[src/rtl/arith_responder_if.sv]
// arith_responder_if
//   Request and response channels of the add/subtract responder, bundled as one
//   interface.
//   slave  : the responder side. It takes the request fields and the response
//            ready, and drives the request ready, the response fields and the
//            occupancy count.
//   master : the initiator and consumer side, which is the mirror image.
//   Signals:
//     i_req_valid / o_req_ready  request handshake
//     i_req_op, i_req_id         op select (0 = add, 1 = subtract) and tag
//     i_a, i_b                   32-bit signed operands
//     o_rsp_valid / i_rsp_ready  response handshake
//     o_rsp_op, o_rsp_id         op and tag of the head entry
//     o_rsp_data                 result of the head entry
//     o_count                    FIFO occupancy, 0..DEPTH
interface arith_responder_if #(
    parameter int DEPTH = 4,
    parameter int ID_W  = 4
);
    localparam int CNT_W = $clog2(DEPTH) + 1;

    logic              i_req_valid;
    logic              o_req_ready;
    logic              i_req_op;
    logic [ID_W-1:0]   i_req_id;
    logic [31:0]       i_a;
    logic [31:0]       i_b;

    logic              o_rsp_valid;
    logic              i_rsp_ready;
    logic              o_rsp_op;
    logic [ID_W-1:0]   o_rsp_id;
    logic [31:0]       o_rsp_data;
    logic [CNT_W-1:0]  o_count;

    modport slave (
        input  i_req_valid, i_req_op, i_req_id, i_a, i_b, i_rsp_ready,
        output o_req_ready, o_rsp_valid, o_rsp_op, o_rsp_id, o_rsp_data, o_count
    );

    modport master (
        output i_req_valid, i_req_op, i_req_id, i_a, i_b, i_rsp_ready,
        input  o_req_ready, o_rsp_valid, o_rsp_op, o_rsp_id, o_rsp_data, o_count
    );
endinterface

[src/rtl/arith_responder.sv]
// arith_responder
//   Accepts add/subtract requests, computes the 32-bit modulo-2^32 result when
//   a request is accepted, and queues the result with its op and tag in an
//   in-order FIFO of DEPTH entries. Responses come from registered storage at
//   the FIFO head. Nothing bypasses the storage, so a response appears no
//   earlier than one cycle after its request is accepted.
//   Ports:
//     i_clk  rising-edge clock
//     i_rst  synchronous active-high reset. It clears the pointers, the count
//            and every storage entry.
//     bus    arith_responder_if.slave (request and response channels, count)
//   Parameters:
//     DEPTH  FIFO entries; must be a power of two and at least 2
//     ID_W   tag width
module arith_responder #(
    parameter int DEPTH = 4,
    parameter int ID_W  = 4
) (
    input  logic             i_clk,
    input  logic             i_rst,
    arith_responder_if.slave bus
);
    localparam int PTR_W = $clog2(DEPTH);
    localparam int CNT_W = PTR_W + 1;

    logic [PTR_W-1:0] wr_ptr;
    logic [PTR_W-1:0] rd_ptr;
    logic [CNT_W-1:0] count;

    logic [31:0]      mem_data [DEPTH];
    logic [ID_W-1:0]  mem_id   [DEPTH];
    logic             mem_op   [DEPTH];

    logic             full;
    logic             empty;
    logic             push;
    logic             pop;
    logic [31:0]      result;

    assign full  = (count == CNT_W'(DEPTH));
    assign empty = (count == '0);

    // Ready depends only on the current occupancy. A full FIFO refuses a push
    // even when a pop happens in the same cycle.
    assign bus.o_req_ready = !full && !i_rst;
    assign bus.o_rsp_valid = !empty;

    assign push = bus.i_req_valid && bus.o_req_ready;
    assign pop  = bus.o_rsp_valid && bus.i_rsp_ready;

    // Plain modulo-2^32 arithmetic. There is no saturation and no overflow flag.
    assign result = bus.i_req_op ? (bus.i_a - bus.i_b) : (bus.i_a + bus.i_b);

    always_ff @(posedge i_clk) begin
        if (i_rst) begin
            wr_ptr <= '0;
            rd_ptr <= '0;
            count  <= '0;
            for (int i = 0; i < DEPTH; i++) begin
                mem_data[i] <= '0;
                mem_id[i]   <= '0;
                mem_op[i]   <= 1'b0;
            end
        end else begin
            if (push) begin
                mem_data[wr_ptr] <= result;
                mem_id[wr_ptr]   <= bus.i_req_id;
                mem_op[wr_ptr]   <= bus.i_req_op;
                wr_ptr           <= wr_ptr + PTR_W'(1);
            end
            if (pop) begin
                rd_ptr <= rd_ptr + PTR_W'(1);
            end
            case ({push, pop})
                2'b10:   count <= count + CNT_W'(1);
                2'b01:   count <= count - CNT_W'(1);
                default: count <= count;
            endcase
        end
    end

    assign bus.o_rsp_data = mem_data[rd_ptr];
    assign bus.o_rsp_id   = mem_id[rd_ptr];
    assign bus.o_rsp_op   = mem_op[rd_ptr];
    assign bus.o_count    = count;
endmodule

[src/flat_wrapper.sv]
// flat-port wrapper written by rule: the top's interface ports become plain ports
module arith_responder_flat 
#(
    parameter int DEPTH = 4,
    parameter int ID_W  = 4
)
  (i_clk, i_rst, bus_i_req_valid, bus_i_req_op, bus_i_req_id, bus_i_a, bus_i_b, bus_i_rsp_ready, bus_o_req_ready, bus_o_rsp_valid, bus_o_rsp_op, bus_o_rsp_id, bus_o_rsp_data, bus_o_count);
  arith_responder_if #(.DEPTH(DEPTH), .ID_W(ID_W)) bus_i ();
  input  logic i_clk;
  input  logic i_rst;
  input wire logic [$bits(bus_i.i_req_valid)-1:0] bus_i_req_valid;
  input wire logic [$bits(bus_i.i_req_op)-1:0] bus_i_req_op;
  input wire logic [$bits(bus_i.i_req_id)-1:0] bus_i_req_id;
  input wire logic [$bits(bus_i.i_a)-1:0] bus_i_a;
  input wire logic [$bits(bus_i.i_b)-1:0] bus_i_b;
  input wire logic [$bits(bus_i.i_rsp_ready)-1:0] bus_i_rsp_ready;
  output wire logic [$bits(bus_i.o_req_ready)-1:0] bus_o_req_ready;
  output wire logic [$bits(bus_i.o_rsp_valid)-1:0] bus_o_rsp_valid;
  output wire logic [$bits(bus_i.o_rsp_op)-1:0] bus_o_rsp_op;
  output wire logic [$bits(bus_i.o_rsp_id)-1:0] bus_o_rsp_id;
  output wire logic [$bits(bus_i.o_rsp_data)-1:0] bus_o_rsp_data;
  output wire logic [$bits(bus_i.o_count)-1:0] bus_o_count;
  assign bus_i.i_req_valid = bus_i_req_valid;
  assign bus_i.i_req_op = bus_i_req_op;
  assign bus_i.i_req_id = bus_i_req_id;
  assign bus_i.i_a = bus_i_a;
  assign bus_i.i_b = bus_i_b;
  assign bus_i.i_rsp_ready = bus_i_rsp_ready;
  assign bus_o_req_ready = bus_i.o_req_ready;
  assign bus_o_rsp_valid = bus_i.o_rsp_valid;
  assign bus_o_rsp_op = bus_i.o_rsp_op;
  assign bus_o_rsp_id = bus_i.o_rsp_id;
  assign bus_o_rsp_data = bus_i.o_rsp_data;
  assign bus_o_count = bus_i.o_count;
  arith_responder #(.DEPTH(DEPTH), .ID_W(ID_W)) u_core (.i_clk(i_clk), .i_rst(i_rst), .bus(bus_i));
endmodule
[config.mk]
export PLATFORM = sky130hd
export DESIGN_NAME = arith_responder_flat
export DESIGN_NICKNAME = d
export VERILOG_FILES = /design/src/rtl/arith_responder_if.sv /design/src/rtl/arith_responder.sv /design/src/flat_wrapper.sv
export SDC_FILE = /design/constraint.sdc
export NUM_CORES = 1
export LEC_CHECK = 0
export BUFFER_PORTS_ARGS = -buffer_cell sky130_fd_sc_hd__buf_2
export CORE_ASPECT_RATIO = 0.7
export CORE_MARGIN = 2
export CORE_UTILIZATION = 45
export DETAILED_ROUTE_END_ITERATION = 8
export PLACE_DENSITY = 0.64
export SKIP_LAST_GASP = 1
export SLEW_MARGIN = 40
export SYNTH_ARGS = -nofsm -noshare
export SYNTH_HDL_FRONTEND = slang
export SYNTH_SLANG_ARGS = --single-unit
[constraint.sdc]
create_clock -name i_clk -period 4.85 [get_ports i_clk]
set_input_delay 1.2125 -clock i_clk [delete_from_list [all_inputs] [get_ports i_clk]]
set_output_delay 1.2125 -clock i_clk [all_outputs]
set_load 0.01 [all_outputs]
==> results of run 1 <==
[worst min-delay path by stage]
stage                             to
floorplan                   register
global placement    u_core.rd_ptr[1]
detailed placement          register
CTS                 u_core.rd_ptr[1]
global route        u_core.rd_ptr[1]
finish              u_core.rd_ptr[1]
[through the flow]
stage,cells,hold WS (ns)
finish,1342,0.530
global route,1342,0.580
CTS,1342,0.534
detailed placement,1310,0.518
global placement,1310,0.504
floorplan,903,0.485
[power breakdown]
group | internal [mW] | switching (mW)
registers | 1.63 | 0.0914
clock network | 0.822 | 0.565
logic | 0.669 | 0.863
[final cells by class]
type	instances	area, um2	area share [%]
Tap cell	282	353	3.02
Timing Repair Buffer	176	1050	8.98
Multi-Input combinational cell	671	4950	42.4
Sequential cell	157	4630	39.6
Clock buffer	18	429	3.68
Clock inverter	14	179	1.53
Inverter	24	90.1	0.772
[cell usage after synthesis (8+ instances only)]
cell type	instances	area [um2]
nor3b_1	10	75.1
ha_1	33	413
edfxtp_1	148	4440
o21ai_0	24	120
and2_1	23	144
a21o_1	11	82.6
nor2_1	101	379
nor4_1	8	50.1
nand4_1	16	100
clkbuf_1	30	113
a21oi_1	60	300
nand2_1	67	251
buf_2	13	65.1
nand2b_1	21	131
nor3_1	48	240
and3_1	8	50.1
o21a_1	14	105
a31oi_1	11	68.8
nand3_1	10	50.1
mux4_2	37	833
inv_1	23	86.3
dfxtp_1	9	180
mux2i_1	21	210
or3_1	13	81.3
xnor2_1	37	324
[cells in the final DEF, fill, tap and decap left out, types with 16 or more instances in the layout]
cell type,count
a21oi_1,60
and2_1,23
buf_2,114
buf_4,61
clkbuf_16,17
edfxtp_1,148
ha_1,33
inv_1,23
mux2i_1,21
mux4_2,37
nand2_1,67
nand2b_1,18
nand4_1,16
nor2_1,100
nor3_1,48
o21ai_0,24
xnor2_1,37
[cell families after synthesis]
family                     share of synthesized area (%)
and+or+nand+nor                                     18.0
AOI/OAI and AO/OA                                   12.7
DFF                                                 46.8
buffers and inverters                               3.18
muxes                                               10.8
xor gates and xnor gates                            3.90
adders and majority gates                           4.59
[worst reg2reg max path, cell delays in order (launching register included)]
cell,delay [ns]
dfxtp_1,0.41
nor2_1,0.12
a211oi_4,0.27
buf_4,0.41
nand3b_1,0.13
buf_4,0.27
nand2b_2,0.33
buf_4,0.46
[flip-flops by register name (all words and copies together) (netlist names), named ones only]
register,flops
u_core.mem_data,128
u_core.rd_ptr,2
u_core.bus.o_count,3
u_core.mem_op,4
u_core.wr_ptr,2
u_core.mem_id,16
[per-layer routing]
layer | up-vias | part of all wire (%) | GRT usage [%]
li1 | 3707 | - | -
met1 | 3728 | 50 | 37.7
met2 | 359 | 41 | 33.2
met3 | 13 | 8.8 | 4.60
met4 | 0 | 0.69 | 4.30
met5 | - | 0 | 0
==> results by group, run 1 <==
Setup path
  • Worst r2r src: u_core.bus.o_count[0]
  • Terminus of the critical flop-to-flop path: u_core.mem_data[2][6]
  • Buf/Inv on CP: 1
  • Worst r2r path cells: 7
  • Number of cells on the critical path: 13
  • Family with the most delay on the worst path: simple AND/OR/NAND/NOR gates
  • Crit start category: input port
  • WS Path Type: in -> reg
  • CP max FO: 7
  • Internal reg-to-reg setup slack: 2.09 ns
  • CP startpoint: bus_i_b[12]
  • Crit path DAT: 4.66 ns
  • Most frequent CP cell: or4_4
  • Slowest-stage cell, CP: nor4_1
  • Slowest cell delay on critical path: 0.60 ns
  • CP Cell Sequence: buf_2 -> or4_4 -> nor4_4 -> nand3_1 -> nor4b_1 -> nor2_1 -> xnor2_1 -> ha_1 -> nand4_1 -> nor4_1 -> o41a_1 -> or4_4 -> a21oi_1
  • CP Data Required Time: 4.99 ns
  • Critical Path Sink Type: register
  • Crit path to: u_core.mem_data[0][31]

Clocking
  • PostCTS Resize Cnt: 0
  • # hold bufs at CTS: 0
  • Clock sinks: 157
  • Clock slew at reported path FFs: 0.07 ns
  • Clk Latency, worst-skew pair: 0.42 ns
  • Num CTS Buffers: 17
  • H-tree depth: 4
  • Post-CTS setup buffers: 0
  • Root buf cell: clkbuf_16
  • CTS Buffer Depth: 2
  • TritonCTS clock tree: done

STA
  • Final setup TNS: 0 ns
  • Slew Viols, Final: 0
  • Min Tclk post-route: 4.52 ns
  • Tightest Pin Transition: 0.756 ns
  • Post-route setup slack: 0.333 ns
  • Fmax: 0.221 GHz
  • RSZ-0062 raised after global routing: false
  • Endpoints failing hold: 0
  • Setup violators final: 0
  • Slew headroom: 49.6%
  • Setup Skew: 0.0112 ns
  • Fin crit share: 93.1%

Hold path
  • Min-Delay Path Class: reg -> reg
  • Hold depth: 2
  • HP Start: u_core.rd_ptr[1]

Final layout
  • Layout Nets: 1155
  • Synth-to-Final Area Change: 18.2%
  • N_diodes: 0
  • Layout cells sized above 1: 26.3%
  • Final instance area: 0.0117 mm2
  • Fin util: 54.0%
  • Fillers: 1940

Place
  • Pre-CTS setup slack: 0.0370 ns
  • HPWL Detailed: 19900 um
  • Port bufs: 114
  • Dpl cell area: 0.0111 mm2
  • GPL Wtd Cong: 0.972

Power
  • PwrDens: 398 mW/mm2
  • Leakage power: 4.53 nW
  • Total power: 4.64 mW
  • Max IR drop VDD: 0.235 mV

Route
  • Post-route ant nets: 0
  • DRC violations left: 0
  • 1st-iter DRT viols: 838
  • DR vias/cell: 5.82
  • Pre-Repair DR Iteration Count: 6
  • WL final: 27000 um
  • Avg WL per Cell: 20.1 um
  • Vias after detailed routing: 7807

Global routing
  • Total gr overflow: 0
  • First-pass GRT wire length: 41900 um
  • Total track usage: 23.6%
  • Largest net degree at the start of global routing: 35
  • Initial antenna violation count: 0
  • Vias in the first global route: 7309

Synth
  • Avg Synthesized Cell Area: 10.9 um2
  • Fraction of registers with async set/reset: 0%
  • Register area share after synthesis: 46.8%
  • Synth Instances: 903
  • Flops & latches, synth: 157
  • Post-synth net total: 1011
  • Cell area after synthesis: 0.00988 mm2
  • Post-synth EDFFs: 148
  • Post-synth top flop: edfxtp_1
  • Distinct cell type count of the synthesized netlist: 75
  • YS warnings: 0

Die
  • # rows: 45
  • Initial Util: 45.7%
  • I/O pin cnt: 115
  • Die X: 181 um
  • Total Die Area: 0.0232 mm2
  • Die Span Y: 128 um
  • Core footprint: 0.0216 mm2

Job
  • Max_cap viols: 0

Outcome
  • Run status: finished clean
Note: power is estimated with default switching activity, not from simulation.
==> run 2, diff against run 1 <==
--- a/config.mk
+++ b/config.mk
@@ -5,12 +5,12 @@
 export SDC_FILE = /design/constraint.sdc
 export NUM_CORES = 1
 export LEC_CHECK = 0
-export BUFFER_PORTS_ARGS = -buffer_cell sky130_fd_sc_hd__buf_2
 export CORE_ASPECT_RATIO = 0.7
 export CORE_MARGIN = 2
 export CORE_UTILIZATION = 45
 export DETAILED_ROUTE_END_ITERATION = 8
-export PLACE_DENSITY = 0.64
+export DONT_BUFFER_PORTS = 1
+export PLACE_DENSITY = 0.6
 export SKIP_LAST_GASP = 1
 export SLEW_MARGIN = 40
 export SYNTH_ARGS = -nofsm -noshare
==> results by group, run 2 (same netlist as run 1, synthesis figures left out) <==
Final layout
  • Non-Filler Instances: 1220
  • Number of flip-flops in the largest register: 128
  • Top flop regs: u_core.mem_data x128, u_core.mem_id x16, u_core.mem_op x4
  • Layout cells sized above 1: 16.6%
  • Synth-to-Final Area Change: 11.3%
  • Top reg by flops: u_core.mem_data
  • N_diodes: 0
  • Layout Nets: 1033
  • Fin util: 50.8%
  • Commonest non-fill, non-tap cells in the layout: edfxtp_1 (148), nor2_1 (101), nand2_1 (67)
  • Most common cell after layout, fill and taps aside: edfxtp_1

Clocking
  • Clk Latency, worst-skew pair: 0.42 ns
  • CTS Buffer Depth: 2
  • Root buf cell: clkbuf_16
  • Post-CTS setup buffers: 0
  • # hold bufs at CTS: 0
  • TritonCTS clock tree: done
  • Clock sinks: 157
  • Num CTS Buffers: 17
  • Clock slew at reported path FFs: 0.07 ns
  • H-tree depth: 4
  • PostCTS Resize Cnt: 0

Die
  • Initial Util: 45.7%
  • Core footprint: 0.0216 mm2
  • Die Span Y: 128 um
  • Die X: 181 um
  • Total Die Area: 0.0232 mm2
  • I/O pin cnt: 115
  • # rows: 45

Place
  • HPWL Detailed: 19100 um
  • Port bufs: 0
  • Placed cell count: 1188
  • GPL Wtd Cong: 0.938

Route
  • 1st-iter DRT viols: 839
  • Pre-Repair DR Iteration Count: 7
  • Post-route ant nets: 0
  • DR vias/cell: 6.03
  • WL final: 26300 um
  • Avg WL per Cell: 21.6 um
  • Vias after detailed routing: 7357
  • DRC violations left: 0

STA
  • Tightest Pin Transition: 0.775 ns
  • Setup violators final: 0
  • RSZ-0062 raised after global routing: false
  • Fin crit share: 90.7%
  • Hold WS: 0.529 ns
  • Slew Viols, Final: 0
  • Slew headroom: 48.1%
  • Setup Skew: 0.00842 ns
  • Endpoints failing hold: 0
  • Min Tclk post-route: 4.40 ns
  • Fmax: 0.227 GHz
  • Final setup TNS: 0 ns

Power
  • Max IR drop VDD: 0.236 mV
  • Leakage power: 3.99 nW
  • PwrDens: 400 mW/mm2

Setup path
  • CP startpoint: bus_i_b[4]
  • Slowest-stage cell, CP: o21ai_0
  • Family with the most delay on the worst path: compound AO/OA/AOI/OAI gates
  • Worst r2r src: u_core.bus.o_count[0]
  • Critical Path Sink Type: register
  • Slowest cell delay on critical path: 0.42 ns
  • CP Data Required Time: 5.08 ns
  • Most frequent CP cell: a21oi_1
  • Crit start category: input port
  • Buf/Inv on CP: 2
  • Crit path DAT: 4.63 ns
  • WS Path Type: in -> reg
  • CP Cell Sequence: nor4_1 -> buf_4 -> nand2_1 -> nor2_1 -> a21oi_1 -> xnor2_1 -> ha_1 -> a21oi_1 -> o21a_1 -> a21boi_0 -> a21oi_1 -> o21ai_0 -> buf_4 -> nor3b_1
  • CP max FO: 7

Global routing
  • Total gr overflow: 0
  • Vias in the first global route: 6989
  • Largest net degree at the start of global routing: 38
  • First-pass GRT wire length: 41100 um
  • Initial antenna violation count: 0
  • Total track usage: 23.3%

Hold path
  • Min-Delay Path Class: reg -> reg
  • HP Start: u_core.rd_ptr[1]

Job
  • Max_cap viols: 0

Outcome
  • Run status: finished clean
run 2: power by group:
part / internal [mW] / switching, mW / total, mW
sequential: 1.64 / 0.112 / 1.75
combinational: 0.561 / 0.796 / 1.36
clock: 0.742 / 0.547 / 1.29
run 2: per-stage QoR:
step | area, um2 | worst slack [ns] | power (mW)
6_report | 11000 | 0.449 | 4.39
5_1_grt | 11000 | 0.216 | 4.60
4_1_cts | 11000 | 0.600 | 4.40
3_5_place_dp | 10400 | 0.186 | 3.13
3_3_place_gp | 10400 | 0.195 | 3.12
2_1_floorplan | 9880 | 0.318 | 2.73
run 2: layout make-up:
type                       instances  area (um2)
fill                            1961       10600
clock buffer                      22         464
clock inverter                    10         105
timing repair buffer              54         405
multi-input combinational        671        4940
tap                              282         353
sequential                       157        4630
inverter                          24        90.1
run 2: final timing paths:
path	end	slack, ns	depth (start not counted)
max	u_core.mem_data[0][20]	0.45	14
min	u_core.rd_ptr[1]	0.53	2
max reg2reg	u_core.mem_data[2][28]	1.93	7
min reg2reg	u_core.rd_ptr[1]	0.53	2
run 2: worst min-delay path: stages, from the launching register on:
cell and delay, ns:
dfxtp_1 0.33, xor2_1 0.06, nor2_1 0.09
run 2: routing by layer:
metal	global-route usage [%]	share of wire (%)	vias to the layer above
met5	0	0	-
met4	4.45	0.78	0
met3	6.82	9.0	19
met2	32.4	40	319
met1	36.1	50	3557
li1	-	-	3462
==> run 3, diff against run 2 <==
--- a/config.mk
+++ b/config.mk
@@ -7,10 +7,10 @@
 export LEC_CHECK = 0
 export CORE_ASPECT_RATIO = 0.7
 export CORE_MARGIN = 2
-export CORE_UTILIZATION = 45
+export CORE_UTILIZATION = 61
 export DETAILED_ROUTE_END_ITERATION = 8
 export DONT_BUFFER_PORTS = 1
-export PLACE_DENSITY = 0.6
+export PLACE_DENSITY = 0.77
 export SKIP_LAST_GASP = 1
 export SLEW_MARGIN = 40
 export SYNTH_ARGS = -nofsm -noshare
==> results by group, run 3 (same netlist as run 1, synthesis figures left out) <==
Setup path
  • Critical Path Sink Type: register
  • CP startpoint: bus_i_b[12]
  • Crit start category: input port
  • WS Path Type: in -> reg
  • CP max FO: 6
  • Worst r2r path cells: 8
  • Worst r2r src: u_core.bus.o_count[0]
  • Crit path DAT: 4.58 ns
  • CP Data Required Time: 4.99 ns
  • Terminus of the critical flop-to-flop path: u_core.mem_data[0][10]
  • Crit path to: u_core.mem_data[1][19]
  • Internal reg-to-reg setup slack: 1.99 ns

STA
  • Endpoints failing hold: 0
  • Setup violators final: 0
  • Setup Skew: 0.00827 ns
  • RSZ-0062 raised after global routing: false
  • Fin crit share: 91.5%
  • Hold WS: 0.543 ns
  • Min Tclk post-route: 4.44 ns
  • Final setup TNS: 0 ns
  • Slew Viols, Final: 0
  • Fmax: 0.225 GHz
  • Tightest Pin Transition: 0.774 ns
  • Slew headroom: 48.0%

Global routing
  • Total track usage: 31.3%
  • Total gr overflow: 0
  • First-pass GRT wire length: 40900 um
  • Initial antenna violation count: 0
  • Vias in the first global route: 7222
  • Largest net degree at the start of global routing: 38

Outcome
  • Run status: finished clean

Die
  • Core footprint: 0.0156 mm2
  • Initial Util: 63.1%
  • Die Span Y: 110 um
  • Total Die Area: 0.0172 mm2
  • # rows: 38
  • I/O pin cnt: 115
  • Die X: 156 um

Hold path
  • HP Start: u_core.rd_ptr[1]
  • Min-Delay Path Class: reg -> reg

Clocking
  • Clock slew at reported path FFs: 0.07 ns
  • H-tree depth: 4
  • PostCTS Resize Cnt: 0
  • Clock sinks: 157
  • TritonCTS clock tree: done
  • Clk Latency, worst-skew pair: 0.42 ns
  • CTS Buffer Depth: 2
  • # hold bufs at CTS: 0
  • Num CTS Buffers: 17
  • Root buf cell: clkbuf_16
  • Post-CTS setup buffers: 0

Final layout
  • Top reg by flops: u_core.mem_data
  • Layout cells sized above 1: 15.8%
  • Synth-to-Final Area Change: 9.03%
  • N_diodes: 0
  • Final instance area: 0.0108 mm2
  • Layout Nets: 1021
  • Top flop regs: u_core.mem_data x128, u_core.mem_id x16, u_core.mem_op x4
  • Number of flip-flops in the largest register: 128
  • Commonest non-fill, non-tap cells in the layout: edfxtp_1 (148), nor2_1 (100), nand2_1 (67)
  • Most common cell after layout, fill and taps aside: edfxtp_1

Route
  • Post-route ant nets: 0
  • DRC violations left: 0
  • Pre-Repair DR Iteration Count: 5
  • Vias after detailed routing: 7586
  • DR vias/cell: 6.74
  • WL final: 26300 um
  • 1st-iter DRT viols: 916
  • Avg WL per Cell: 23.4 um

Place
  • HPWL Detailed: 19400 um
  • Port bufs: 0
  • GPL Wtd Cong: 0.986
  • Dpl cell area: 0.0102 mm2

Power
  • Total power: 4.30 mW
  • Max IR drop VDD: 0.216 mV
  • Leakage power: 3.93 nW
  • PwrDens: 399 mW/mm2

Job
  • Max_cap viols: 0
## run 3: final cells by class
type | instances | area, um2
multi-input combinational | 671 | 4950
fill | 1128 | 4870
sequential | 157 | 4630
clock buffer | 17 | 425
timing repair buffer | 42 | 315
tap | 200 | 250
clock inverter | 14 | 109
inverter | 24 | 90.1
## run 3: metal layers
layer | track usage (%) | share of wire (%)
met5 | 0 | 0
met4 | 6.06 | 1.4
met3 | 9.85 | 12
met2 | 44.6 | 42
met1 | 47.5 | 45
## run 3: where the power goes
group / internal (mW) / total, mW / switching [mW]
Clock: 0.660 / 1.22 / 0.557
Combinational: 0.548 / 1.36 / 0.812
Sequential: 1.64 / 1.72 / 0.0887
## run 3: worst min path at each step
stage	cells after the start	slack, ns	end
6_report	2	0.54	register
5_1_grt	2	0.56	register
4_1_cts	2	0.55	register
3_5_place_dp	2	0.53	register
3_3_place_gp	2	0.50	register
2_1_floorplan	2	0.48	register
## run 3: critical path: stages
cell      delay, ns
or4_4          0.54
nor2_1         0.18
nand3_1        0.13
nor3_2         0.28
nor2_1         0.09
xnor2_1        0.14
ha_1           0.41
nand4_1        0.15
buf_4          0.18
nor2_1         0.28
o211ai_1       0.23
a21boi_0       0.58
nor3_1         0.16
## run 3: metrics by stage
step	std cells	util (%)	setup WS (ns)
2_1_floorplan	903	-	0.318
3_3_place_gp	1094	65.4	0.0647
3_5_place_dp	1094	65.4	0.0389
4_1_cts	1125	68.8	0.483
5_1_grt	1125	68.8	0.131
6_report	1125	68.8	0.412
